File: config.mk
export PLATFORM = sky130hd
export DESIGN_NAME = la_capture_ctrl_flat
export DESIGN_NICKNAME = d
export VERILOG_FILES = /design/src/rtl/la_capture_ctrl_if.sv /design/src/rtl/la_capture_ctrl.sv /design/src/flat_wrapper.sv
export SDC_FILE = /design/constraint.sdc
export NUM_CORES = 1
export LEC_CHECK = 0
export BUFFER_PORTS_ARGS = -buffer_cell sky130_fd_sc_hd__buf_4
export CORE_MARGIN = 10
export CORE_UTILIZATION = 60
export CTS_BUF_LIST = sky130_fd_sc_hd__clkbuf_8
export CTS_CLUSTER_SIZE = 28
export DETAILED_ROUTE_END_ITERATION = 8
export GPL_TIMING_DRIVEN = 1
export HOLD_SLACK_MARGIN = 0.08
export PLACE_DENSITY = 0.8
export SYNTH_ARGS = -nofsm -noshare
export SYNTH_HDL_FRONTEND = slang
export SYNTH_SLANG_ARGS = --single-unit
File: constraint.sdc
create_clock -name clk_i -period 3.87 [get_ports clk_i]
set_input_delay 0.387 -clock clk_i [delete_from_list [all_inputs] [get_ports clk_i]]
set_output_delay 0.387 -clock clk_i [all_outputs]
set_load 0.02 [all_outputs]
File: src/rtl/la_capture_ctrl_if.sv
// Host-command, probe and capture-FIFO signals of the logic-analyser capture controller.
interface la_capture_ctrl_if #(
  parameter int N_CH = 8
);
  logic [7:0]      rx_data_i;
  logic            rx_rd_i;
  logic [N_CH-1:0] chn_i;
  logic            sample_en_i;
  logic [N_CH-1:0] cap_data_o;
  logic            cap_wr_o;
  logic            cap_full_i;
  logic [1:0]      state_o;
  logic            done_o;
  logic            overrun_o;

  modport slave (
    input  rx_data_i, rx_rd_i, chn_i, sample_en_i, cap_full_i,
    output cap_data_o, cap_wr_o, state_o, done_o, overrun_o
  );

  modport master (
    output rx_data_i, rx_rd_i, chn_i, sample_en_i, cap_full_i,
    input  cap_data_o, cap_wr_o, state_o, done_o, overrun_o
  );
endinterface

File: src/rtl/la_capture_ctrl.sv
// Logic-analyser capture controller: byte-command parser, masked trigger and
// post-trigger sample capture into a Tx FIFO with sticky overrun reporting.
module la_capture_ctrl #(
  parameter int N_CH   = 8,
  parameter int N_CNT  = 16,
  parameter int C_POST = 1000
) (
  input  logic             clk_i,
  input  logic             rst_i,
  la_capture_ctrl_if.slave bus
);

  typedef enum logic [1:0] {
    S_IDLE    = 2'd0,
    S_ARMED   = 2'd1,
    S_CAPTURE = 2'd2,
    S_DONE    = 2'd3
  } state_t;

  typedef enum logic [2:0] {
    P_CMD, P_MASK, P_VAL, P_LSB, P_MSB
  } pstate_t;

  state_t          r_state, w_next;
  pstate_t         r_pstate, w_pnext;
  logic [N_CH-1:0] r_mask, r_value, r_cap_data;
  logic [N_CNT-1:0] r_post, r_remain, w_post_eff;
  logic [7:0]      r_lsb;
  logic            r_cap_wr, r_done, r_overrun;

  logic w_cmd, w_arm_cmd, w_abort, w_cfg_ok, w_arm, w_match, w_trig, w_last;
  logic w_cap_tick, w_wr_next, w_drop;

  // Command decode applies only when the parser is between commands, so an
  // argument byte equal to a command code is never mistaken for one.
  assign w_cmd      = bus.rx_rd_i && (r_pstate == P_CMD);
  assign w_arm_cmd  = w_cmd && (bus.rx_data_i == 8'hA1);
  assign w_abort    = w_cmd && (bus.rx_data_i == 8'hA2);
  assign w_cfg_ok   = (r_state == S_IDLE) || (r_state == S_DONE);
  assign w_arm      = w_arm_cmd && w_cfg_ok;
  assign w_match    = ((bus.chn_i ^ r_value) & r_mask) == '0;
  assign w_post_eff = (r_post == '0) ? N_CNT'(1) : r_post;
  assign w_trig     = (r_state == S_ARMED) && bus.sample_en_i && w_match && !w_abort;
  assign w_last     = (r_remain <= N_CNT'(1));

  // State register
  always_ff @(posedge clk_i) begin
    if (!rst_i) r_state <= S_IDLE;
    else        r_state <= w_next;
  end

  // Next-state logic
  always_comb begin
    w_next = r_state;
    if (w_abort) begin
      w_next = S_IDLE;
    end else begin
      case (r_state)
        S_IDLE, S_DONE: if (w_arm_cmd) w_next = S_ARMED;
        S_ARMED:        if (w_trig) w_next = (w_post_eff == N_CNT'(1)) ? S_DONE : S_CAPTURE;
        S_CAPTURE:      if (bus.sample_en_i && w_last) w_next = S_DONE;
        default:        w_next = S_IDLE;
      endcase
    end
  end

  // Output logic
  always_comb begin
    w_cap_tick = bus.sample_en_i && !w_abort &&
                 (((r_state == S_ARMED) && w_match) || (r_state == S_CAPTURE));
    w_wr_next  = w_cap_tick && !bus.cap_full_i;
    w_drop     = w_cap_tick && bus.cap_full_i;
  end

  always_comb begin
    w_pnext = r_pstate;
    if (bus.rx_rd_i) begin
      case (r_pstate)
        P_CMD: begin
          if (bus.rx_data_i == 8'hB0)      w_pnext = P_MASK;
          else if (bus.rx_data_i == 8'hB1) w_pnext = P_VAL;
          else if (bus.rx_data_i == 8'hC0) w_pnext = P_LSB;
        end
        P_LSB:   w_pnext = P_MSB;
        default: w_pnext = P_CMD;
      endcase
    end
  end

  always_ff @(posedge clk_i) begin
    if (!rst_i) begin
      r_pstate   <= P_CMD;
      r_mask     <= '0;
      r_value    <= '0;
      r_post     <= N_CNT'(C_POST);
      r_lsb      <= '0;
      r_remain   <= '0;
      r_cap_data <= '0;
      r_cap_wr   <= 1'b0;
      r_done     <= 1'b0;
      r_overrun  <= 1'b0;
    end else begin
      r_pstate <= w_pnext;
      if (bus.rx_rd_i) begin
        case (r_pstate)
          P_MASK:  if (w_cfg_ok) r_mask  <= bus.rx_data_i[N_CH-1:0];
          P_VAL:   if (w_cfg_ok) r_value <= bus.rx_data_i[N_CH-1:0];
          P_LSB:   r_lsb <= bus.rx_data_i;
          P_MSB:   if (w_cfg_ok) r_post <= N_CNT'({bus.rx_data_i, r_lsb});
          default: ;
        endcase
      end

      if (w_trig)
        r_remain <= w_post_eff - N_CNT'(1);
      else if ((r_state == S_CAPTURE) && w_cap_tick)
        r_remain <= (r_remain != '0) ? r_remain - N_CNT'(1) : '0;

      if (w_cap_tick) r_cap_data <= bus.chn_i;
      r_cap_wr <= w_wr_next;
      r_done   <= (w_next == S_DONE);

      if (w_arm)       r_overrun <= 1'b0;
      else if (w_drop) r_overrun <= 1'b1;
    end
  end

  assign bus.cap_data_o = r_cap_data;
  assign bus.cap_wr_o   = r_cap_wr;
  assign bus.state_o    = r_state;
  assign bus.done_o     = r_done;
  assign bus.overrun_o  = r_overrun;

endmodule

File: src/flat_wrapper.sv
// flat-port wrapper written by rule: the top's interface ports become plain ports
module la_capture_ctrl_flat 
#(
  parameter int N_CH   = 8,
  parameter int N_CNT  = 16,
  parameter int C_POST = 1000
)
  (clk_i, rst_i, bus_rx_data_i, bus_rx_rd_i, bus_chn_i, bus_sample_en_i, bus_cap_full_i, bus_cap_data_o, bus_cap_wr_o, bus_state_o, bus_done_o, bus_overrun_o);
  la_capture_ctrl_if #(.N_CH(N_CH)) bus_i ();
  input  logic clk_i;
  input  logic rst_i;
  input wire logic [$bits(bus_i.rx_data_i)-1:0] bus_rx_data_i;
  input wire logic [$bits(bus_i.rx_rd_i)-1:0] bus_rx_rd_i;
  input wire logic [$bits(bus_i.chn_i)-1:0] bus_chn_i;
  input wire logic [$bits(bus_i.sample_en_i)-1:0] bus_sample_en_i;
  input wire logic [$bits(bus_i.cap_full_i)-1:0] bus_cap_full_i;
  output wire logic [$bits(bus_i.cap_data_o)-1:0] bus_cap_data_o;
  output wire logic [$bits(bus_i.cap_wr_o)-1:0] bus_cap_wr_o;
  output wire logic [$bits(bus_i.state_o)-1:0] bus_state_o;
  output wire logic [$bits(bus_i.done_o)-1:0] bus_done_o;
  output wire logic [$bits(bus_i.overrun_o)-1:0] bus_overrun_o;
  assign bus_i.rx_data_i = bus_rx_data_i;
  assign bus_i.rx_rd_i = bus_rx_rd_i;
  assign bus_i.chn_i = bus_chn_i;
  assign bus_i.sample_en_i = bus_sample_en_i;
  assign bus_i.cap_full_i = bus_cap_full_i;
  assign bus_cap_data_o = bus_i.cap_data_o;
  assign bus_cap_wr_o = bus_i.cap_wr_o;
  assign bus_state_o = bus_i.state_o;
  assign bus_done_o = bus_i.done_o;
  assign bus_overrun_o = bus_i.overrun_o;
  la_capture_ctrl #(.N_CH(N_CH), .N_CNT(N_CNT), .C_POST(C_POST)) u_core (.clk_i(clk_i), .rst_i(rst_i), .bus(bus_i));
endmodule
======== After elaboration in Yosys (flattened, before gate mapping) ========
Cells that the tools add are included.
word-level totals
  bits in registers ....................... 72
  bits of input ports ..................... 21
  output and inout bits ................... 13
  word-level logic and storage cells ...... 77
operators by class
  add/subtract/negate cells ............... 2
  magnitude comparators ................... 1
  eq/ne operators ......................... 15
  mux-type cells .......................... 14
  bitwise gates (word level) .............. 3
  reduce and logical (&&, ||, !) cells .... 31
operator list
  kind                                                                               count
  16-bit two-way mux                                                                 4
  8-bit == test, second input constant                                               5
  16-bit by 1-bit subtractor with 16-bit output, second input constant               2
  16-bit by 1-bit == test with 1-bit output, second input constant                   1
  16-bit by 1-bit less-or-equal comparator with 1-bit output, second input constant  1
  16-bit logical NOT                                                                 1
  16-bit nonzero test                                                                1
  1-bit logical AND                                                                  14
  3-bit two-way mux                                                                  3
  3-bit AND reduction                                                                3
  8-bit bitwise AND                                                                  1
  8-bit logical NOT                                                                  1
  2-bit two-way mux                                                                  4
  8-bit XOR                                                                          1
  2-bit == test, second input constant                                               3
  3-bit by 2-bit == test with 1-bit output, second input constant                    2
  2-bit one-hot mux with 3 select lines                                              1
  3-bit one-hot mux with 2 select lines                                              1
  4-bit inequality test, second input constant                                       1
  2-bit AND reduction                                                                2
  2-bit OR reduction                                                                 2
  3-bit by 1-bit == test with 1-bit output, second input constant                    1
  3-bit == test, second input constant                                               1
  3-bit logical NOT                                                                  1
  7 further kinds                                                                    9

======== Logic depth before layout (Yosys ltp) ========
  word-level depth ........................ 9
  gate-level depth with buffers ........... 11
  gate-level depth less buffers ........... 11

======== Worst setup path after synthesis ========
Ideal clock, no wire load.
  path kind ............................... register to register
  start ................................... reg u_core.r_post[8]
  end ..................................... reg u_core.r_remain[10]
  library setup time ...................... 70 ps
  arrival ................................. 2332 ps
  data required time ...................... 3800 ps
  setup slack ............................. 1468 ps
  cell stages (with the launch flop) ...... 12
  buffers on the path ..................... 0
  period minus slack after synthesis ...... 2402 ps
  cells stage by stage .................... dfxtp_1 -> nor4_1 -> and2_1 -> a31o_2 -> inv_1 -> ha_1 -> nor3b_2 -> nand2_1 -> nor3_1 -> xnor2_1 -> a211o_1 -> a21oi_1
on the way
  longest elaborated chain between the ends .. 4
ends and longest elaborated chain
  element                                            line                    source
  from (decl)                                        la_capture_ctrl.sv:27   logic [N_CNT-1:0] r_post, r_remain, w_post_eff;
  from (signal assigned)                             la_capture_ctrl.sv:95   r_post <= N_CNT'(C_POST);
  from (signal assigned)                             la_capture_ctrl.sv:109  P_MSB: if (w_cfg_ok) r_post <= N_CNT'({bus.rx_data_i, r_lsb});
  16-bit logical NOT                                 la_capture_ctrl.sv:42   assign w_post_eff = (r_post == '0) ? N_CNT'(1) : r_post;
  16-bit two-way mux (*)                             la_capture_ctrl.sv:42
  16-bit by 1-bit subtractor with 16-bit output (*)  la_capture_ctrl.sv:115  r_remain <= w_post_eff - N_CNT'(1);
  16-bit two-way mux (*)                             la_capture_ctrl.sv:114  if (w_trig)
  to (signal assigned)                               la_capture_ctrl.sv:115
  to (signal assigned)                               la_capture_ctrl.sv:117  r_remain <= (r_remain != '0) ? r_remain - N_CNT'(1) : '0;
  to (decl)                                          la_capture_ctrl.sv:27
Every way passes the cells marked *; elsewhere a longest branch is shown, timed or not.
A chain may end at the register's enable or synchronous reset.

======== Final worst setup path ========
Same ends and word-level chain as after synthesis.

==> results.json <==
{
  "final-instance-count-excl-fill": 577,
  "p_sw_mw": 1.03,
  "ys_ff_latch": 72,
  "core_um2": 6060,
  "rows": 28,
  "antenna_found_initial": 0,
  "cp.arrival_ns": 3.03,
  "synth_area_leader_cell": "dfxtp_1",
  "io_pins": 34,
  "comb_power_share_pct": 39.8,
  "cts_buffers": 9,
  "cp.required_ns": 4.16,
  "worstSkewPairLatency_ns": 0.35,
  "p_leak_nw": 1.57,
  "synth_area_per_cell_um2": 8.01,
  "critPathMaxStageDelay_ns": 0.60,
  "finClkSkew_ns": 0.0126,
  "ys.flop_type": "dfxtp_1",
  "start_util_pct": 62.9,
  "critPathKind": "reg -> reg",
  "outcome": "complete, no violations",
  "finalCritPeriodShare_pct": 70.7,
  "min_path_type": "in -> reg",
  "yosys-top-cells-count": "nand2_1 (86), dfxtp_1 (72), a21oi_1 (48)",
  "cts_setup_buffers": 0,
  "wl_per_cell_um": 16.9,
  "worstPathCellList": "nor4_1 > and2_1 > a31o_2 > inv_1 > ha_1 > nor3b_2 > nand2_1 > nor3_1 > xnor2_1 > a211o_1 > a21oi_1",
  "slowest_stage": "nor4_1",
  "synth_edf_count": 0,
  "rsz0062_at_grt": "false",
  "yosysMostFrequentCell": "nand2_1",
  "gp_congestion": 0.932,
  "p_seq_share_pct": 35.7,
  "first_pass_iters": 4,
  "cts_tree": "yes",
  "die_area_um2": 9940,
  "portBuffers": 33,
  "final_nets": 525,
  "cts_resized": 0,
  "viasPerCell": 6.15,
  "netlist.area_leader.share_pct": 37.8,
  "vias": 3550,
  "ctsHoldBuffers": 0,
  "area_growth_pct": 11.0,
  "seq_area_frac_synth_pct": 37.8,
  "slew_headroom_pct": 41.4,
  "p_int_mw": 1.50,
  "yosys_warnings": 0,
  "grt_pass1_wl_um": 16000,
  "cp-start-kind": "register",
  "num_antenna_cells": 0,
  "wl_um": 9760,
  "async_flop_share_pct": 0,
  "power.share.clock_pct": 24.5,
  "synth_cells": 476,
  "die_w_um": 99.7,
  "swShare_pct": 40.8,
  "drc": 0,
  "grt.overflow.total": 0,
  "root_buffer": "clkbuf_8",
  "max-cap-violations": 0,
  "ys_top_cells_by_area": "dfxtp_1 (38%), nand2_1 (8.5%), a21oi_1 (6.3%)",
  "grt_use_total_pct": 19.4,
  "final_layout_size_suffix_gt1_share_pct": 13.5,
  "fmax_mhz": 365,
  "grt_pass1_vias": 3293,
  "setup_tns_ns": 0,
  "placedCellCount": 561,
  "crit_path_max_fanout": 7,
  "setup_violations": 0,
  "cts_num_sinks": 72,
  "power_density_nw_per_um2": 598,
  "drt_iter0_drc": 189,
  "drv_slew": 0,
  "ant_nets": 0,
  "dpl.hpwl_um": 6830,
  "grt_max_degree": 57,
  "end_kind": "register",
  "netlist_area_um2": 3810,
  "h-tree-depth": 3,
  "die_y_um": 99.7,
  "peakVddDrop_mv": 0.393,
  "clkTransAtPathRegs_ns": 0.08,
  "clockBufferDepth": 2,
  "fin_crit_ns": 2.74,
  "hold_viol_final": 0,
  "syn-num-nets": 504,
  "worst_pin_slew_ns": 0.874,
  "synth_cell_types": 64
}
## layer usage
| layer | part of all wire, % | wire (um) | GRT usage [%] |
|---|---|---|---|
| met1 | 43 | 4240 | 24.6 |
| met5 | 0 | 0 | 0 |
| met3 | 6.5 | 635 | 4.43 |
| met4 | 1.8 | 180 | 7.83 |
| met2 | 48 | 4710 | 30.8 |
## cells in the final DEF (no fill, tap or decap), types with 3 or more instances in the layout
master    synthesis  layout
and2_1            3       3
o31ai_1           3       3
a221oi_1          4       4
nand3_1          15      15
ha_1              7       7
nor2_1           42      42
nor3_1           14      14
and4_1            3       3
nand2_1          86      86
a22oi_1           3       3
dfxtp_1          72      72
a21oi_1          48      48
mux2i_1          21      21
inv_1            11      11
inv_6             0       3
a31oi_1           3       3
o21ai_0          30      30
nor3b_1           3       3
and3_1            4       4
clkbuf_8          0       9
xnor2_1           6       6
xor2_1           12      12
nor4_1            6       6
nand4_1           3       3
buf_4             2      37
nor2b_1           3       3
## stage by stage
step           hold slack [ns]  setup WS, ns  area, um2  power, mW  util (%)
2_1_floorplan            0.432          1.47       3810       1.64         -
3_3_place_gp             0.443          1.23       4030       1.87      66.5
3_5_place_dp             0.448          1.14       4030       1.88      66.5
4_1_cts                  0.182          1.15       4230       2.49      69.8
5_1_grt                  0.188         0.897       4230       2.66      69.8
6_report                 0.192          1.13       4230       2.53      69.8
## cells by family (layout without fill, tap and decap cells)
kind of cell	count (synthesis)	in the layout	synth area share, %
flops	72	72	37.8
compound gates	117	117	18.9
fa+ha+maj	7	7	2.30
buf+inv	38	64	5.12
xor+xnor	18	18	4.14
mux	22	22	5.81
simple gates	202	202	25.9
## state kept, by name, summed over array words and instances (netlist names)
| signal | count |
|---|---|
| u_core.bus.done_o | 1 |
| u_core.r_lsb | 8 |
| u_core.r_value | 8 |
| u_core.r_mask | 8 |
| u_core.bus.overrun_o | 1 |
| u_core.r_post | 16 |
| u_core.r_remain | 16 |
| u_core.bus.state_o | 2 |
| u_core.bus.cap_wr_o | 1 |
| u_core.bus.cap_data_o | 8 |
| u_core.r_pstate | 3 |
## final cells by class
class,instances,area [um2]
multi-input combinational,366,2170
tap,75,93.8
sequential,72,1440
clock inverter,7,77.6
clock buffer,9,124
timing repair buffer,37,278
fill,486,1830
inverter,11,41.3
## path summary, 6_finish.rpt
check / to / start / slack [ns] / depth (start not counted)
worst max-delay path: u_core.r_remain[10] / u_core.r_post[8] / 1.13 / 11
worst min-delay path: u_core.bus.cap_wr_o / bus_cap_full_i / 0.19 / 2
worst max register to register: u_core.r_remain[10] / u_core.r_post[8] / 1.13 / 11
worst min register to register: u_core.r_post[1] / u_core.r_lsb[1] / 0.46 / 2
## power groups by stage
stage | Combinational [mW] | Sequential (mW) | Clock, mW
after floorplan | 0.718 | 0.926 | 0
after global placement | 0.953 | 0.915 | 0
after detailed placement | 0.961 | 0.918 | 0
after CTS | 0.973 | 0.901 | 0.621
after global routing | 1.09 | 0.915 | 0.655
final | 1.01 | 0.904 | 0.619
## worst max-delay path: cells and delay by family, from the launching register on
family                     cells  cell delay (ns)
adders and majority gates      1             0.19
and+or+nand+nor                5             1.31
buffers and inverters          1             0.05
xor gates and xnor gates       1             0.14
DFF                            1             0.37
AOI/OAI and AO/OA              3             0.64
Power figures use the tool's default switching activity.
